## config.mk

```make
export PLATFORM = sky130hd
export DESIGN_NAME = rng_service_arbiter
export DESIGN_NICKNAME = d
export VERILOG_FILES = /design/src/rtl/rng_service_arbiter.sv
export SDC_FILE = /design/constraint.sdc
export NUM_CORES = 1
export LEC_CHECK = 0
export ABC_AREA = 1
export CAP_MARGIN = 20
export CORE_MARGIN = 2
export CORE_UTILIZATION = 50
export DETAILED_ROUTE_END_ITERATION = 8
export GPL_TIMING_DRIVEN = 0
export PLACE_DENSITY = 0.8
export SYNTH_ARGS = -nofsm -noshare
export SYNTH_HDL_FRONTEND = slang
export SYNTH_SLANG_ARGS = --single-unit
```

## constraint.sdc

```tcl
create_clock -name i_clk -period 3.8 [get_ports i_clk]
set_clock_uncertainty 0.1 [all_clocks]
set_input_delay 0.76 -clock i_clk [delete_from_list [all_inputs] [get_ports i_clk]]
set_output_delay 0.76 -clock i_clk [all_outputs]
set_load 0.02 [all_outputs]
```

## src/rtl/rng_service_arbiter.sv

```systemverilog
// Shared pseudo-random source for DynaQ consumers: owns the generator state and hands out
// one fresh value per grant via round-robin req/gnt arbitration, with seeding and warm-up.
`timescale 1ns/1ps
module rng_service_arbiter #(
  parameter int unsigned              DATA_LENGTH   = 32,
  parameter int unsigned              NUM_REQ       = 4,
  parameter int unsigned              WARMUP_CYCLES = 8,
  parameter logic [DATA_LENGTH-1:0]   DEFAULT_SEED  = 32'h0000_0001
) (
  input  logic                   i_clk,
  input  logic                   i_rst_n,
  input  logic                   i_seed_load,
  input  logic [DATA_LENGTH-1:0] i_seed,
  input  logic [NUM_REQ-1:0]     i_req,
  output logic [NUM_REQ-1:0]     o_gnt,
  output logic [DATA_LENGTH-1:0] o_rnd_data,
  output logic                   o_busy
);

  localparam int unsigned IdxW = (NUM_REQ > 1) ? $clog2(NUM_REQ) : 1;
  localparam logic [7:0]  WarmInit = 8'(WARMUP_CYCLES);

  typedef enum logic {StWarmup, StServe} state_e;
  localparam state_e StInit = (WARMUP_CYCLES == 0) ? StServe : StWarmup;

  function automatic logic [DATA_LENGTH-1:0] f_next(input logic [DATA_LENGTH-1:0] s);
    return {s[DATA_LENGTH-2:0], ~^s[DATA_LENGTH-1:DATA_LENGTH/2]};
  endfunction

  state_e                 r_fsm,  w_fsm_nxt;
  logic [7:0]             r_cnt,  w_cnt_nxt;
  logic [DATA_LENGTH-1:0] r_lfsr, w_lfsr_nxt;
  logic [IdxW-1:0]        r_ptr,  w_ptr_nxt;
  logic [NUM_REQ-1:0]     r_last, w_last_nxt;
  logic [NUM_REQ-1:0]     r_gnt,  w_gnt_nxt;
  logic [DATA_LENGTH-1:0] r_rnd,  w_rnd_nxt;

  logic [NUM_REQ-1:0]     w_elig;
  logic                   w_hit;
  logic [IdxW-1:0]        w_sel;
  int unsigned            w_j;

  assign w_elig = i_req & ~r_last;

  // First eligible requester at or after the pointer, wrapping.
  always_comb begin
    w_hit = 1'b0;
    w_sel = '0;
    w_j   = 0;
    for (int k = 0; k < NUM_REQ; k++) begin
      w_j = (32'(r_ptr) + 32'(k)) % NUM_REQ;
      if (!w_hit && w_elig[w_j[IdxW-1:0]]) begin
        w_hit = 1'b1;
        w_sel = w_j[IdxW-1:0];
      end
    end
  end

  always_comb begin
    w_fsm_nxt  = r_fsm;
    w_cnt_nxt  = r_cnt;
    w_lfsr_nxt = r_lfsr;
    w_ptr_nxt  = r_ptr;
    w_last_nxt = r_last;
    w_gnt_nxt  = '0;
    w_rnd_nxt  = r_rnd;
    if (i_seed_load) begin
      // All-ones is a fixed point of the generator, so it is never loaded.
      w_lfsr_nxt = (i_seed == '1) ? DEFAULT_SEED : i_seed;
      w_cnt_nxt  = WarmInit;
      w_fsm_nxt  = StInit;
      w_ptr_nxt  = '0;
      w_last_nxt = '0;
    end else begin
      unique case (r_fsm)
        StWarmup: begin
          w_lfsr_nxt = f_next(r_lfsr);
          w_cnt_nxt  = r_cnt - 8'd1;
          if (r_cnt <= 8'd1) w_fsm_nxt = StServe;
        end
        StServe: begin
          if (w_hit) begin
            w_gnt_nxt  = {{(NUM_REQ-1){1'b0}}, 1'b1} << w_sel;
            w_rnd_nxt  = r_lfsr;
            w_lfsr_nxt = f_next(r_lfsr);
            w_ptr_nxt  = (w_sel == IdxW'(NUM_REQ - 1)) ? '0 : w_sel + 1'b1;
            w_last_nxt = w_gnt_nxt;
          end else begin
            w_last_nxt = '0;
          end
        end
        default: w_fsm_nxt = StInit;
      endcase
    end
  end

  always_ff @(posedge i_clk or negedge i_rst_n) begin
    if (!i_rst_n) begin
      r_fsm  <= StInit;
      r_cnt  <= WarmInit;
      r_lfsr <= DEFAULT_SEED;
      r_ptr  <= '0;
      r_last <= '0;
      r_gnt  <= '0;
      r_rnd  <= '0;
    end else begin
      r_fsm  <= w_fsm_nxt;
      r_cnt  <= w_cnt_nxt;
      r_lfsr <= w_lfsr_nxt;
      r_ptr  <= w_ptr_nxt;
      r_last <= w_last_nxt;
      r_gnt  <= w_gnt_nxt;
      r_rnd  <= w_rnd_nxt;
    end
  end

  assign o_gnt      = r_gnt;
  assign o_rnd_data = r_rnd;
  assign o_busy     = (r_fsm == StWarmup);

endmodule

```

==> results of run 1 <==
## final cells by class
class	instances	area share, %
clock buffers	13	2.53
clock inverters	3	1.19
well taps	108	2.46
repair buffers	75	13.8
flip-flops and latches	83	37.9
multi-input cells	463	36.6
inverters	41	2.85
plain buffers	25	2.67
## how the worst min path moves through the flow
stage	start	endpoint	slack [ns]	cells after the start
3_3_place_gp	o_rnd_data[19]	o_rnd_data[19]	0.37	2
5_1_grt	i_rst_n	o_rnd_data[13]	0.32	1
3_5_place_dp	o_rnd_data[6]	o_rnd_data[6]	0.36	2
6_report	i_rst_n	o_rnd_data[13]	0.28	1
2_1_floorplan	r_cnt[7]	r_fsm	0.34	1
4_1_cts	i_rst_n	o_rnd_data[13]	0.30	1
## routing by layer
metal	share of wire, %	up-vias	global-route usage [%]
met1	45	1944	29.6
met2	49	112	39.7
met4	1.4	0	5.24
met3	4.6	15	4.24
met5	0	-	0
li1	-	2069	-
## power by group
part	internal, mW	leakage [nW]	switching, mW
Clock	0.371	0.102	0.309
Combinational	0.613	1.76	0.858
Sequential	1.12	1.05	0.162
Total	2.11	2.91	1.33
## metrics by stage
stage	area [um^2]	util (%)	worst slack (ns)	power (mW)
after global placement	5270	61.0	-1.00	2.71
after CTS	5490	63.6	1.27	3.46
final	5490	63.6	1.27	3.43
after detailed placement	5290	61.2	0.909	2.78
after global routing	5490	63.6	1.12	3.68
after floorplan	4390	-	1.59	2.20
## layout by cell type (no fill, tap or decap), drive strengths merged, types with 2 or more instances in the layout
cell type      count
nand4              5
bufinv             2
nand3             50
nor2              30
a21oi              7
dfrtp             81
nand2            334
o21ai             16
ha                 6
clkdlybuf4s50     73
clkbuf            21
or2                2
o22ai              5
inv               41
buf               19
dfstp              2
nor3               3
## cells by family (layout without fill, tap and decap cells)
logic type / after synthesis / after routing / share of synthesized area [%]
fa+ha+maj: 6 / 6 / 1.71
simple gates: 425 / 425 / 39.9
buf+inv: 66 / 157 / 6.89
compound gates: 31 / 31 / 3.99
flops: 83 / 83 / 47.4
xor+xnor: 1 / 1 / 0.199
## sequential cells by signal, summed over array words and instances (netlist names)
name	count
r_ptr	2
r_lfsr	32
o_rnd_data	32
r_cnt	8
r_fsm	1
r_last	4
o_gnt	4
==> results.md, run 1 <==
* Outcome: completed
* WL final at 10.4 mm
* Syn Nets at approximately 660
* Yosys top cell by area: dfrtp_1
* Cell with the most instances after synthesis: nand2_1
* Clk sinks at 83
* Setup tns final at 0 ns
* Die area at 9550 um^2
* Area of the multi-input gates at 2010 um^2
* Final count of negative-setup-slack endpoints at 0
* Post-synth top area share at 46.2%
* Cell variety after synth at 33
* Register area at between 2000 and 2500 um^2
* Ys flop type: dfrtp_1
* CTS Buffer Depth at 2
* Crit path launch type: input pin
* Die Y at 97.7 um
* Fin cells at 811
* Yosys warning total at 0
* Fillers at 769
* Io pins at 76
* Fraction of layout cells with a size suffix above 1 at ~6.7%
* Row cnt at 34
* Inserted Diodes at 0
* Clk pin slew, worst setup/hold paths at 0.08 ns
* Largest net degree at the start of global routing at 43
* Vias in the first global route at 3994
* RSZ-0062 raised after global routing: no
* Average size of a mapped cell at 7.18 um^2
* Initial core utilization at 50.9%
* Nets at 743
* Clock Latency Late Sink at 0.36 ns
* Antenna-violating nets left at 0
* MaxCap Viol Count at 0
* All-layer global routing usage at 22.7%
* Drt pass-1 iters at 7
* Top cells by area, synth: dfrtp_1 (46%), nand2_1 (28%), nand3_1 (5.5%)
* Critical path class: in2reg
* Chip width at 97.7 um
* Area Overhead vs Synth at 25.0%
* List of most frequent post-synthesis cells: nand2_1 (326), dfrtp_1 (81), nand3_1 (48), inv_1 (37), nor2_1 (29)
* CTS H-tree depth at 3
* FFs w/ async S/R, synth at 100%
* Final-report max-slew violation count at 0
* Drt wl/cell at 12.8 um
* Hold buffers post-CTS at 0
* Hold Vio Cnt, Final at 0
* Cts bufs inserted at 9
* Crit path DAT at 2.72 ns
* Core area at 8640 um^2
* Reg-to-reg slack, setup at 1.57 ns
* GR Overflow Total at 0
* Vias at 4140
* Critical path capture point: r_ptr[1]
* Slew Limit Headroom at 63.6%
* CTS tree: yes
* Setup Buffers After CTS at 0
* Worst vdd ir at approximately 280 uV
* Delay-heaviest family, CP: simple AND/OR/NAND/NOR gates
* Initial antenna violation count at 0
* Gate Count Post-Synth at 612
* Placed insts at 795
* Mapped Area at 4390 um^2
* Worst r2r src: r_ptr[1]
* Flops & latches, synth at between 80 and 90
* Capturing point of the worst reg2reg path: r_ptr[1]
* Seq/Total Area, Yosys at 47.4%
* Worst Setup SP: i_req[2]
* Final Wtd Congestion at 0.856
* Final HPWL from detailed placement at 7.78 mm
* Via/cell ratio at 5.10
* CP max stage delay at around 0.50 ns
* Buffers added on ports at 74
* Post-synth EDFFs at 0
* Pwr dens at 626 nW/um^2
* Crit path top cell by count: nand2_1
* WHS at approximately 0.28 ns
* CTS Root Buffer Type: clkbuf_8
* First-pass GRT wire length at about 18 mm
* Leakage at roughly 3 nW
* Initial DRC Count at ~190
* Max Clock Freq at just under 400 MHz
* Crit path depth at 13
* CP bufs+invs at 2
* Critical path fanouts, max at 3
* Min-Delay Path Class: in2async
* # resized after CTS at 0
* Fin crit share at 66.6%
* Worst path required time at between 3 and 4 ns
* Max stage delay cell, worst path: clkdlybuf4s50_1
* Min cycle time layout at about 2.5 ns
* Worst setup EP type: register
* Worst-Margin Slew at 0.547 ns
* CP Cell Sequence: clkdlybuf4s50_1, nand3_1, nand3_1, nand2_1, nand2_4, nor2_8, nand2_1, nor2_1, nor2_1, inv_1, ha_1, or2_1, nand2_1
* Worst r2r path cells at 13
* DRC viols at 0
(Power assumes the default switching activity.)
==> run 2, diff against run 1 <==
Settings changed: CORE_UTILIZATION 50 to 48.
Clock period 3.8 ns to 2.3 ns, I/O delays scaled along.
==> results.md, run 2 (same netlist as run 1, synthesis figures left out) <==
* Outcome: completed
* Drt pass-1 iters at 5
* WL final at 11.0 mm
* Via/cell ratio at 5.20
* Min-Delay Path Class: reg2reg
* Clock Latency Late Sink at 0.36 ns
* Hold Vio Cnt, Final at 0
* Worst-Margin Slew at 0.504 ns
* All-layer global routing usage at 23.4%
* CP Cell Sequence: buf_6, inv_4, nand2_2, nand2_4, nand3_2, nand2_4, nand2_4, nor2_8, nand2_1, nor2_2, nor2_2, inv_2, ha_1, or2_1, nand2_1
* Post-Route Utilization at 63.5%
* Comb pwr share at between 40% and 50%
* Antenna-violating nets left at 0
* Commonest non-fill, non-tap cells in the layout: nand2_1 (324), dfrtp_1 (80), clkdlybuf4s50_1 (73), nand3_1 (46), inv_1 (36)
* Fraction of layout cells with a size suffix above 1 at 8.50%
* Clk sinks at 83
* Io pins at 76
* Max stage delay cell, worst path: dfrtp_1
* CTS tree: yes
* Final HPWL from detailed placement at 7.97 mm
* Seq pwr share at 35.6%
* CTS H-tree depth at 3
* Critical path class: reg2reg
* Crit path launch type: register
* Capturing point of the worst reg2reg path: r_ptr[1]
* Fin worst setup slack at 0.163 ns
* Worst r2r path cells at 15
* GR Overflow Total at 0
* Crit path DAT at 2.34 ns
* First-pass GRT wire length at around 19 mm
* Final Wtd Congestion at 0.882
* Switching Fraction at 38.7%
* WHS at 0.382 ns
* Final count of negative-setup-slack endpoints at 0
* Worst path required time at 2.50 ns
* Nets at around 750
* Clock power frac at roughly a fifth
* Fin crit share at 92.9%
* Chip width at 99.7 um
* CTS Root Buffer Type: clkbuf_8
* Hold Crit Start: o_rnd_data[19]
* Inserted Diodes at 0
* Switch Pwr at 2.31 mW
* CTS Buffer Depth at 2
* Die area at 9930 um^2
* Row cnt at 34
* Worst r2r src: r_ptr[0]
* Buffers added on ports at 74
* Final-report max-slew violation count at 0
* MaxCap Viol Count at 0
* Worst vdd ir at 606 uV
* Largest net degree at the start of global routing at 49
* Initial antenna violation count at 0
* Reg-to-reg slack, setup at 0.16 ns
* Critical path fanouts, max at 10
* Pre-CTS setup slack at -0.267 ns
* Vias in the first global route at 4138
* Pwr dens at 1070 nW/um^2
* CP max stage delay at 0.38 ns
* Commonest non-fill, non-tap cell in the layout: nand2_1
* Initial DRC Count at 200
* Slew Limit Headroom at 66.4%
* Number of cells on the worst hold path at 2
* Die Y at between 90 and 100 um
* Clk pin slew, worst setup/hold paths at 0.09 ns
* Critical path capture point: r_ptr[1]
* Worst setup EP type: register
* Vias at 4236
* Core area at 8810 um^2
* Internal at 3.66 mW
* Drt wl/cell at 13.5 um
* Max Clock Freq at 468 MHz
* Crit path top cell by count: nand2_4
* Area Overhead vs Synth at 27.4%
* Leakage at 2.95 nW
* Worst Setup SP: r_ptr[0]
* Cts bufs inserted at 9
* Setup tns final at 0 ns
* Design Power at 5.97 mW
* Min cycle time layout at 2.14 ns
* Initial core utilization at 49.9%
* DRC viols at 0
==> run 2: cell types whose count changed in the layout (fill, tap and decap cells not counted), moves of 2 or more <==
| cell | before | now |
|---|---|---|
| buf_4 | 5 | 7 |
| nand3_2 | 1 | 3 |
| clkinvlp_4 | 0 | 2 |
| nand2_1 | 326 | 324 |
| clkbuf_1 | 12 | 9 |
| nor2_1 | 29 | 27 |
| nand3_1 | 48 | 46 |
| nor2_2 | 0 | 2 |
==> run 2: worst max-delay path, delay by kind of cell, from the launching register on <==
family,cells,cell delay (ns)
DFF,1,0.38
adders and majority gates,1,0.21
buffers and inverters,3,0.29
and+or+nand+nor,11,1.10
==> run 2: layout make-up <==
class	instances	area, um^2
multi-input cells	463	2040
flip-flops and latches	83	2080
clock buffers	10	128
repair buffers	78	791
inverters	41	156
fillers	796	3210
clock inverters	6	114
well taps	108	135
plain buffers	25	146
==> run 2: power by group through the flow <==
stage | Sequential (mW) | Clock [mW] | Combinational [mW]
global placement | 2.13 | 0 | 2.35
finish | 2.13 | 1.27 | 2.57
floorplan | 2.40 | 0 | 1.23
CTS | 2.12 | 1.28 | 2.47
detailed placement | 2.14 | 0 | 2.44
global route | 2.18 | 1.34 | 2.86
==> run 2: how the worst min path moves through the flow <==
stage,to,slack [ns]
floorplan,o_gnt[0],0.06
detailed placement,o_rnd_data[12],0.35
finish,o_rnd_data[19],0.38
CTS,r_fsm,0.39
global route,r_fsm,0.41
global placement,o_rnd_data[12],0.37
==> run 2: repair_timing <==
item | in CTS | in global routing
buffers inserted | 0 | 2
endpoints found under the hold margin | 34 | 0
setup endpoints to repair | 0 | 3
hold buffers | 1 | 0
resized for setup | 0 | 10
==> run 2: stage by stage <==
step           instance area (um^2)  std cells
2_1_floorplan                  4390        612
3_3_place_gp                   5270        794
3_5_place_dp                   5290        795
4_1_cts                        5540        812
5_1_grt                        5590        814
6_report                       5590        814
==> run 2: metal layers <==
metal / GRT usage, % / part of all wire, %
met1: 30.7 / 43
met5: 0 / 0
met2: 39.8 / 49
met4: 7.48 / 1.4
met3: 4.01 / 5.9
